## config.mk

```make
export PLATFORM = sky130hd
export DESIGN_NAME = instr_fetch_flat
export DESIGN_NICKNAME = d
export VERILOG_FILES = /design/src/rtl/instr_fetch_if.sv /design/src/rtl/instr_fetch.sv /design/src/flat_wrapper.sv
export SDC_FILE = /design/constraint.sdc
export NUM_CORES = 1
export LEC_CHECK = 0
export ABC_AREA = 1
export BUFFER_PORTS_ARGS = -buffer_cell sky130_fd_sc_hd__buf_2
export CORE_AREA = 5 5 268 165
export CTS_CLUSTER_DIAMETER = 100
export DETAILED_ROUTE_END_ITERATION = 16
export DIE_AREA = 0 0 273 170
export HOLD_SLACK_MARGIN = 0.06
export PLACE_DENSITY_LB_ADDON = 0.12
export SYNTH_ARGS = -nofsm -noshare
export SYNTH_HDL_FRONTEND = slang
export SYNTH_SLANG_ARGS = --single-unit
```

## constraint.sdc

```tcl
create_clock -name clk -period 5.5 [get_ports clk]
set_clock_uncertainty 0.1 [all_clocks]
set_input_delay 1.375 -clock clk [delete_from_list [all_inputs] [get_ports clk]]
set_output_delay 1.375 -clock clk [all_outputs]
set_load 0.01 [all_outputs]
```

## src/rtl/instr_fetch_if.sv

```systemverilog
// Fetch-unit bus bundle: redirect input, 64-bit memory read channel and the
// decoder-facing instruction queue head.
`timescale 1ns/1ps
interface instr_fetch_if #(
  parameter int INSTRSZ = 32,
  parameter int ADDRSZ  = 64
);
  logic               redirect_valid;
  logic [ADDRSZ-1:0]  redirect_pc;
  logic               mem_req_valid;
  logic [ADDRSZ-1:0]  mem_req_addr;
  logic               mem_req_ready;
  logic               mem_resp_valid;
  logic [63:0]        mem_resp_data;
  logic               instr_valid;
  logic [INSTRSZ-1:0] instr;
  logic [ADDRSZ-1:0]  instr_pc;
  logic               instr_ready;

  modport master (
    input  redirect_valid, redirect_pc,
    output mem_req_valid, mem_req_addr,
    input  mem_req_ready, mem_resp_valid, mem_resp_data,
    output instr_valid, instr, instr_pc,
    input  instr_ready
  );

  modport slave (
    output redirect_valid, redirect_pc,
    input  mem_req_valid, mem_req_addr,
    output mem_req_ready, mem_resp_valid, mem_resp_data,
    input  instr_valid, instr, instr_pc,
    output instr_ready
  );
endinterface

```

## src/rtl/instr_fetch.sv

```systemverilog
// Instruction fetch: issues 8-byte aligned reads, splits each response into
// 32-bit instructions and queues them for the decoder.
//
//   state  | meaning
//   S_REQ  | may issue a read when the queue has room for two entries
//   S_WAIT | one read outstanding, its response will be queued
//   S_DROP | one read outstanding, its response is stale and discarded
`timescale 1ns/1ps
module instr_fetch #(
  parameter int                INSTRSZ  = 32,
  parameter int                ADDRSZ   = 64,
  parameter int                DEPTH    = 4,
  parameter logic [ADDRSZ-1:0] RESET_PC = '0
) (
  input logic           clk,
  input logic           reset,
  instr_fetch_if.master bus
);
  localparam int PW = $clog2(DEPTH);
  localparam int CW = PW + 1;

  typedef enum logic [1:0] {S_REQ, S_WAIT, S_DROP} state_t;

  state_t             state;
  state_t             state_nxt;
  logic [ADDRSZ-1:0]  fetch_pc;
  logic [ADDRSZ-1:0]  line_addr;
  logic [INSTRSZ-1:0] q_instr [DEPTH];
  logic [ADDRSZ-1:0]  q_pc    [DEPTH];
  logic [PW-1:0]      rd_ptr;
  logic [PW-1:0]      wr_ptr;
  logic [CW-1:0]      count;
  logic               req_fire;
  logic               resp_take;
  logic               pop;
  logic [1:0]         push_n;

  assign line_addr        = {fetch_pc[ADDRSZ-1:3], 3'b000};
  assign bus.mem_req_addr = line_addr;
  assign req_fire         = bus.mem_req_valid && bus.mem_req_ready;
  assign pop              = bus.instr_valid && bus.instr_ready;
  // An odd-word fetch PC keeps only the upper half of the line.
  assign push_n           = resp_take ? (fetch_pc[2] ? 2'd1 : 2'd2) : 2'd0;

  always_ff @(posedge clk) begin
    if (reset) state <= S_REQ;
    else       state <= state_nxt;
  end

  always_comb begin
    state_nxt = state;
    case (state)
      S_REQ:   if (req_fire) state_nxt = S_WAIT;
      S_WAIT: begin
        if (bus.mem_resp_valid)      state_nxt = S_REQ;
        else if (bus.redirect_valid) state_nxt = S_DROP;
      end
      S_DROP:  if (bus.mem_resp_valid) state_nxt = S_REQ;
      default: state_nxt = S_REQ;
    endcase
  end

  always_comb begin
    bus.mem_req_valid = 1'b0;
    bus.instr_valid   = 1'b0;
    bus.instr         = '0;
    bus.instr_pc      = '0;
    resp_take         = 1'b0;
    if (!reset) begin
      bus.mem_req_valid = (state == S_REQ) && (count <= CW'(DEPTH - 2)) && !bus.redirect_valid;
      resp_take         = (state == S_WAIT) && bus.mem_resp_valid && !bus.redirect_valid;
      if (count != '0) begin
        bus.instr_valid = 1'b1;
        bus.instr       = q_instr[rd_ptr];
        bus.instr_pc    = q_pc[rd_ptr];
      end
    end
  end

  always_ff @(posedge clk) begin
    if (reset) begin
      fetch_pc <= RESET_PC;
      rd_ptr   <= '0;
      wr_ptr   <= '0;
      count    <= '0;
    end else if (bus.redirect_valid) begin
      fetch_pc <= bus.redirect_pc & ~ADDRSZ'(3);
      rd_ptr   <= '0;
      wr_ptr   <= '0;
      count    <= '0;
    end else begin
      if (resp_take) fetch_pc <= line_addr + ADDRSZ'(8);
      wr_ptr <= wr_ptr + PW'(push_n);
      rd_ptr <= rd_ptr + PW'(pop);
      count  <= count + CW'(push_n) - CW'(pop);
    end
  end

  always_ff @(posedge clk) begin
    if (resp_take) begin
      if (fetch_pc[2]) begin
        q_instr[wr_ptr] <= INSTRSZ'(bus.mem_resp_data[63:32]);
        q_pc[wr_ptr]    <= fetch_pc;
      end else begin
        q_instr[wr_ptr]          <= INSTRSZ'(bus.mem_resp_data[31:0]);
        q_pc[wr_ptr]             <= fetch_pc;
        q_instr[wr_ptr + PW'(1)] <= INSTRSZ'(bus.mem_resp_data[63:32]);
        q_pc[wr_ptr + PW'(1)]    <= fetch_pc + ADDRSZ'(4);
      end
    end
  end
endmodule
```

## src/flat_wrapper.sv

```systemverilog
// flat-port wrapper written by rule: the top's interface ports become plain ports
module instr_fetch_flat 
#(
  parameter int                INSTRSZ  = 32,
  parameter int                ADDRSZ   = 64,
  parameter int                DEPTH    = 4,
  parameter logic [ADDRSZ-1:0] RESET_PC = '0
)
  (clk, reset, bus_redirect_valid, bus_redirect_pc, bus_mem_req_valid, bus_mem_req_addr, bus_mem_req_ready, bus_mem_resp_valid, bus_mem_resp_data, bus_instr_valid, bus_instr, bus_instr_pc, bus_instr_ready);
  instr_fetch_if #(.INSTRSZ(INSTRSZ), .ADDRSZ(ADDRSZ)) bus_i ();
  input logic clk;
  input logic reset;
  input wire logic [$bits(bus_i.redirect_valid)-1:0] bus_redirect_valid;
  input wire logic [$bits(bus_i.redirect_pc)-1:0] bus_redirect_pc;
  output wire logic [$bits(bus_i.mem_req_valid)-1:0] bus_mem_req_valid;
  output wire logic [$bits(bus_i.mem_req_addr)-1:0] bus_mem_req_addr;
  input wire logic [$bits(bus_i.mem_req_ready)-1:0] bus_mem_req_ready;
  input wire logic [$bits(bus_i.mem_resp_valid)-1:0] bus_mem_resp_valid;
  input wire logic [$bits(bus_i.mem_resp_data)-1:0] bus_mem_resp_data;
  output wire logic [$bits(bus_i.instr_valid)-1:0] bus_instr_valid;
  output wire logic [$bits(bus_i.instr)-1:0] bus_instr;
  output wire logic [$bits(bus_i.instr_pc)-1:0] bus_instr_pc;
  input wire logic [$bits(bus_i.instr_ready)-1:0] bus_instr_ready;
  assign bus_i.redirect_valid = bus_redirect_valid;
  assign bus_i.redirect_pc = bus_redirect_pc;
  assign bus_mem_req_valid = bus_i.mem_req_valid;
  assign bus_mem_req_addr = bus_i.mem_req_addr;
  assign bus_i.mem_req_ready = bus_mem_req_ready;
  assign bus_i.mem_resp_valid = bus_mem_resp_valid;
  assign bus_i.mem_resp_data = bus_mem_resp_data;
  assign bus_instr_valid = bus_i.instr_valid;
  assign bus_instr = bus_i.instr;
  assign bus_instr_pc = bus_i.instr_pc;
  assign bus_i.instr_ready = bus_instr_ready;
  instr_fetch #(.INSTRSZ(INSTRSZ), .ADDRSZ(ADDRSZ), .DEPTH(DEPTH), .RESET_PC(RESET_PC)) u_core (.clk(clk), .reset(reset), .bus(bus_i));
endmodule
```

# After elaboration in Yosys (flattened, before gate mapping)
# Memory sizes are Yosys's and may differ from the RTL's. A register that Yosys moved wholly into a read port is not among the register bits.
# Cells that the tools add are included.
# op_classes
magnitude_cmp	1
n_addsub	7
n_reduce_logical	12
mux	27
n_eq_ne	5
n_bitwise	2
# ops
op	n
two-way mux 64 bit	5
two-way mux 32 bit	3
adder 64 x 3 -> 64 bit (second input constant)	1
adder 64 x 4 -> 64 bit (second input constant)	1
two-way mux 2 bit	8
two-way mux 1 bit	10
logical AND 1 bit	6
case mux 2 bit (3 select lines)	1
adder 3 x 2 -> 3 bit	1
less-or-equal comparator 3 x 2 -> 1 bit (second input constant)	1
!= test 3 bit (second input constant)	1
AND reduction 3 bit	1
nonzero test 3 bit	1
subtractor 3 x 1 -> 3 bit	1
adder 2 x 1 -> 2 bit	1
adder 2 x 1 -> 2 bit (second input constant)	1
adder 2 bit	1
equality test 2 x 1 -> 1 bit (second input constant)	1
equality test 2 bit (second input constant)	1
logical NOT 2 bit	1
!= test 2 x 1 -> 1 bit (second input constant)	1
!= test 2 bit (second input constant)	1
bitwise OR 1 bit	2
nonzero test 2 bit	1
2 further kinds	2
# word_totals
output_inout_bits	162
word_cells	62
mem_bits_rw	384
mem_count	2
regBits	73
# mem_list
memory	depth	word_bits	read_ports	rd_clocked_by_memory_dff	write_ports	line	rtl
u_core.q_pc	4	64	1	1	2	instr_fetch.sv:29	logic [ADDRSZ-1:0] q_pc [DEPTH];
u_core.q_instr	4	32	1	1	2	instr_fetch.sv:28	logic [INSTRSZ-1:0] q_instr [DEPTH];

# Longest topological paths before layout
# depth
word_depth	7
mapped_depth	14

# Worst setup path after synthesis
# OpenSTA, ideal clock, no wires.
# synth_path
path_type	input to register
start	in reset
end	mem u_core.q_instr[2][0], enable pin
setup_time_ns	0.456
slack_ns	0.403
arrival_ns	4.541
cell_stages	10
required_time_ns	4.944
n_path_buf	3
cell_sequence	buf_2 nor2_8 nand4_4 inv_4 nand3_2 nor2_4 inv_2 buf_4 buf_6 nand2_1
# synth_rtl
element	line	rtl
from (decl)	flat_wrapper.sv:12	input logic reset;
to (decl)	instr_fetch.sv:28	

==> metrics.txt <==
status finished clean; Syn Std Cell Area 24100 um^2; sequential share of power about 53%; count of pins over their slew limit 0; Die ar. 46400 um^2; fraction of layout cells with a size suffix above 1 14.0%; Worst-path clk slew around 60 ps; setup TNS 0 ps; VDD IR-drop max 0.177 mV; post-route ant nets 0; vias in the first global route just under 20000; Worst Hold End u_core.count[2]; Remaining DRCs 0; final hold vios 0; r2r endpoint u_core.q_pc[0][32]; register-to-register setup slack 2280 ps; Area Overhead vs Synth 9.37%; Final setup viols 0; initial antenna violation count 5; largest net degree at the start of global routing 170; gp weighted congestion between 0.9 and 1; FF-to-FF Start u_core.fetch_pc[2]; EDFF count, synth 376; Least-Margin Pin Slew 1190 ps; post-synthesis async set-or-reset flop share 0%; Slew HR 20.5%; Leak Pwr ~10 nW; first-pass GRT wire length between 100000 and 150000 um; hold crit path type reg2reg; Syn Area/Cell 8.08 um^2; sw frac 23.6%; DR iter-0 viols approximately 2800; area of the multi-input gates around 9000 um^2; Die Y between 150 and 200 um; pwr dens roughly 270 nW/um^2; Num CTS Buffers 44; Critical Path Source Type flip-flop; Logic pwr share under 10%; Pre-Repair DR Iteration Count 6; HP Start u_core.count[2]; reg2reg path depth 9; crit path DAT 2980 ps; post-layout min period 4450 ps; Setup Buffers After CTS 0; # IOs 296; CTS Buffer Depth 3; routed len/inst 20.6 um; sequential share of the synthesized area about 53%; I/O Buffers 288; crit path kind reg2out; Fillers 3536; Crit Path Max Fanout 55; row count 58; total core area 41400 um^2; clk root buf clkbuf_16; Seq cells post-synth 447; Routed WL 74400 um; Net Sw Power roughly 1.7 mW; Core Util, Final 63.7%; clk sinks ~450; Internal Pwr Total 5.46 mW; CP required 4030 ps; TritonCTS clock tree built; final period utilization 80.9%; RSZ-0062 raised after global routing no; H-tree depth 2; vias per inst 5.72; Post-synth top flop edfxtp_1; Syn Inst Count 2989; Clk Latency, worst-skew pair 570 ps; Die X 273 um; most frequent cells in the layout nand2_1 (590), nor2_1 (513), edfxtp_1 (376), o21ai_0 (355), buf_2 (288); Distinct cells, synth 39; hold depth 2; synth warn 0; Via Count about 21000; Register Area 12700 um^2; initial core utilization 58.3%; Final nets 3149; post-cts repair resize count 0; gr ovfl total 0; total of max-cap violations 0; clock power share between 40% and 50%; most common cell after layout, fill and taps aside nand2_1; maximum clock rate roughly 220 MHz; crit path capture type output port; DPL Wire Length between 40000 and 50000 um; Tot GR Track Use 31.3%; hold_buf cts 0
worst max-delay path, cell delays in order, from the launching register on:
cell,delay [ps]
dfxtp_4,520
clkinv_2,240
buf_4,400
buf_4,410
nor2_1,140
o21ai_0,80
a21oi_1,340
buf_2,200
worst max path at each step:
stage | endpoint | from
floorplan | u_core.q_instr[2][0] | reset
global placement | bus_instr_pc[57] | reset
detailed placement | bus_instr_pc[57] | reset
CTS | bus_instr_pc[16] | u_core.rd_ptr[1]
global route | bus_instr_pc[14] | u_core.rd_ptr[1]
finish | bus_instr_pc[14] | u_core.rd_ptr[1]
routing by layer:
layer	track usage (%)	vias to the layer above	part of all wire, %
li1	-	9776	-
met1	46.9	9712	43
met2	46.1	1079	43
met3	7.81	99	13
met4	7.60	0	2.1
met5	0	-	0
per-stage QoR:
stage          hold WS [ps]  cells  total power [mW]  area, um^2  worst slack (ps)
3_5_place_dp            382   3532              4.25       25000              1110
6_report                395   3614              7.15       26400              1050
4_1_cts                 391   3612              7.14       26400              1070
2_1_floorplan           357   2993              4.12       24200               403
5_1_grt                 431   3613              7.35       26400               906
3_3_place_gp            381   3532              4.23       25000              1130
sequential cells by signal (all words and copies together) (netlist names):
register	count
u_core.count	3
u_core.fetch_pc	62
u_core.q_instr	128
u_core.q_pc	248
u_core.rd_ptr	2
u_core.state	2
u_core.wr_ptr	2
power by group through the flow:
stage | logic, mW | registers [mW] | clock network (mW)
finish | 0.395 | 3.79 | 2.96
global route | 0.442 | 3.79 | 3.12
CTS | 0.390 | 3.79 | 2.97
detailed placement | 0.387 | 3.86 | 0
global placement | 0.373 | 3.86 | 0
floorplan | 0.314 | 3.80 | 0
area by class of cell:
| class | count | area share (%) |
|---|---|---|
| diodes | 2 | 0.0190 |
| clock buffers | 50 | 4.26 |
| clock inverters | 30 | 0.948 |
| inverters | 194 | 2.78 |
| multi-input cells | 1991 | 34.1 |
| flip-flops and latches | 447 | 48.2 |
| well taps | 570 | 2.70 |
| repair buffers | 330 | 7.03 |
cell usage after synthesis, types with 2 or more instances:
master    instances  share of area, %
a21oi_1         155               3.2
a31oi_1          10              0.26
clkinv_1          2             0.031
a22oi_1           2             0.062
nor2_1          513               8.0
nor2_4            6              0.28
dfxtp_1          71               5.9
o221ai_1          2             0.073
and2_1            2             0.052
o21ai_0         355               7.4
nand3_1          81               1.7
nor2_2            7              0.18
buf_1            17              0.26
xor2_1           41               1.5
inv_2             6             0.093
clkbuf_1        215               3.3
edfxtp_1        376                47
nand4_1          13              0.34
xnor2_1           6              0.22
buf_6             8              0.37
inv_1           185               2.9
ha_1              6              0.31
clkbuf_2          9              0.19
o21ai_1         181               3.8
buf_4            74               2.3
buf_2            38              0.79
a22o_1            2             0.073
nand2_1         595               9.3
cell families after synthesis:
| kind of cell | Yosys count | share of synthesized area, % |
|---|---|---|
| adder cells (fa/ha/maj) | 7 | 0.394 |
| flip-flops | 447 | 52.7 |
| XOR/XNOR | 47 | 1.71 |
| AND/OR/NAND/NOR | 1224 | 20.1 |
| other | 1 | 0.0155 |
| buffers and inverters | 555 | 10.3 |
| AO/OA/AOI/OAI | 708 | 14.8 |
Note: power is estimated with default switching activity, not from simulation.
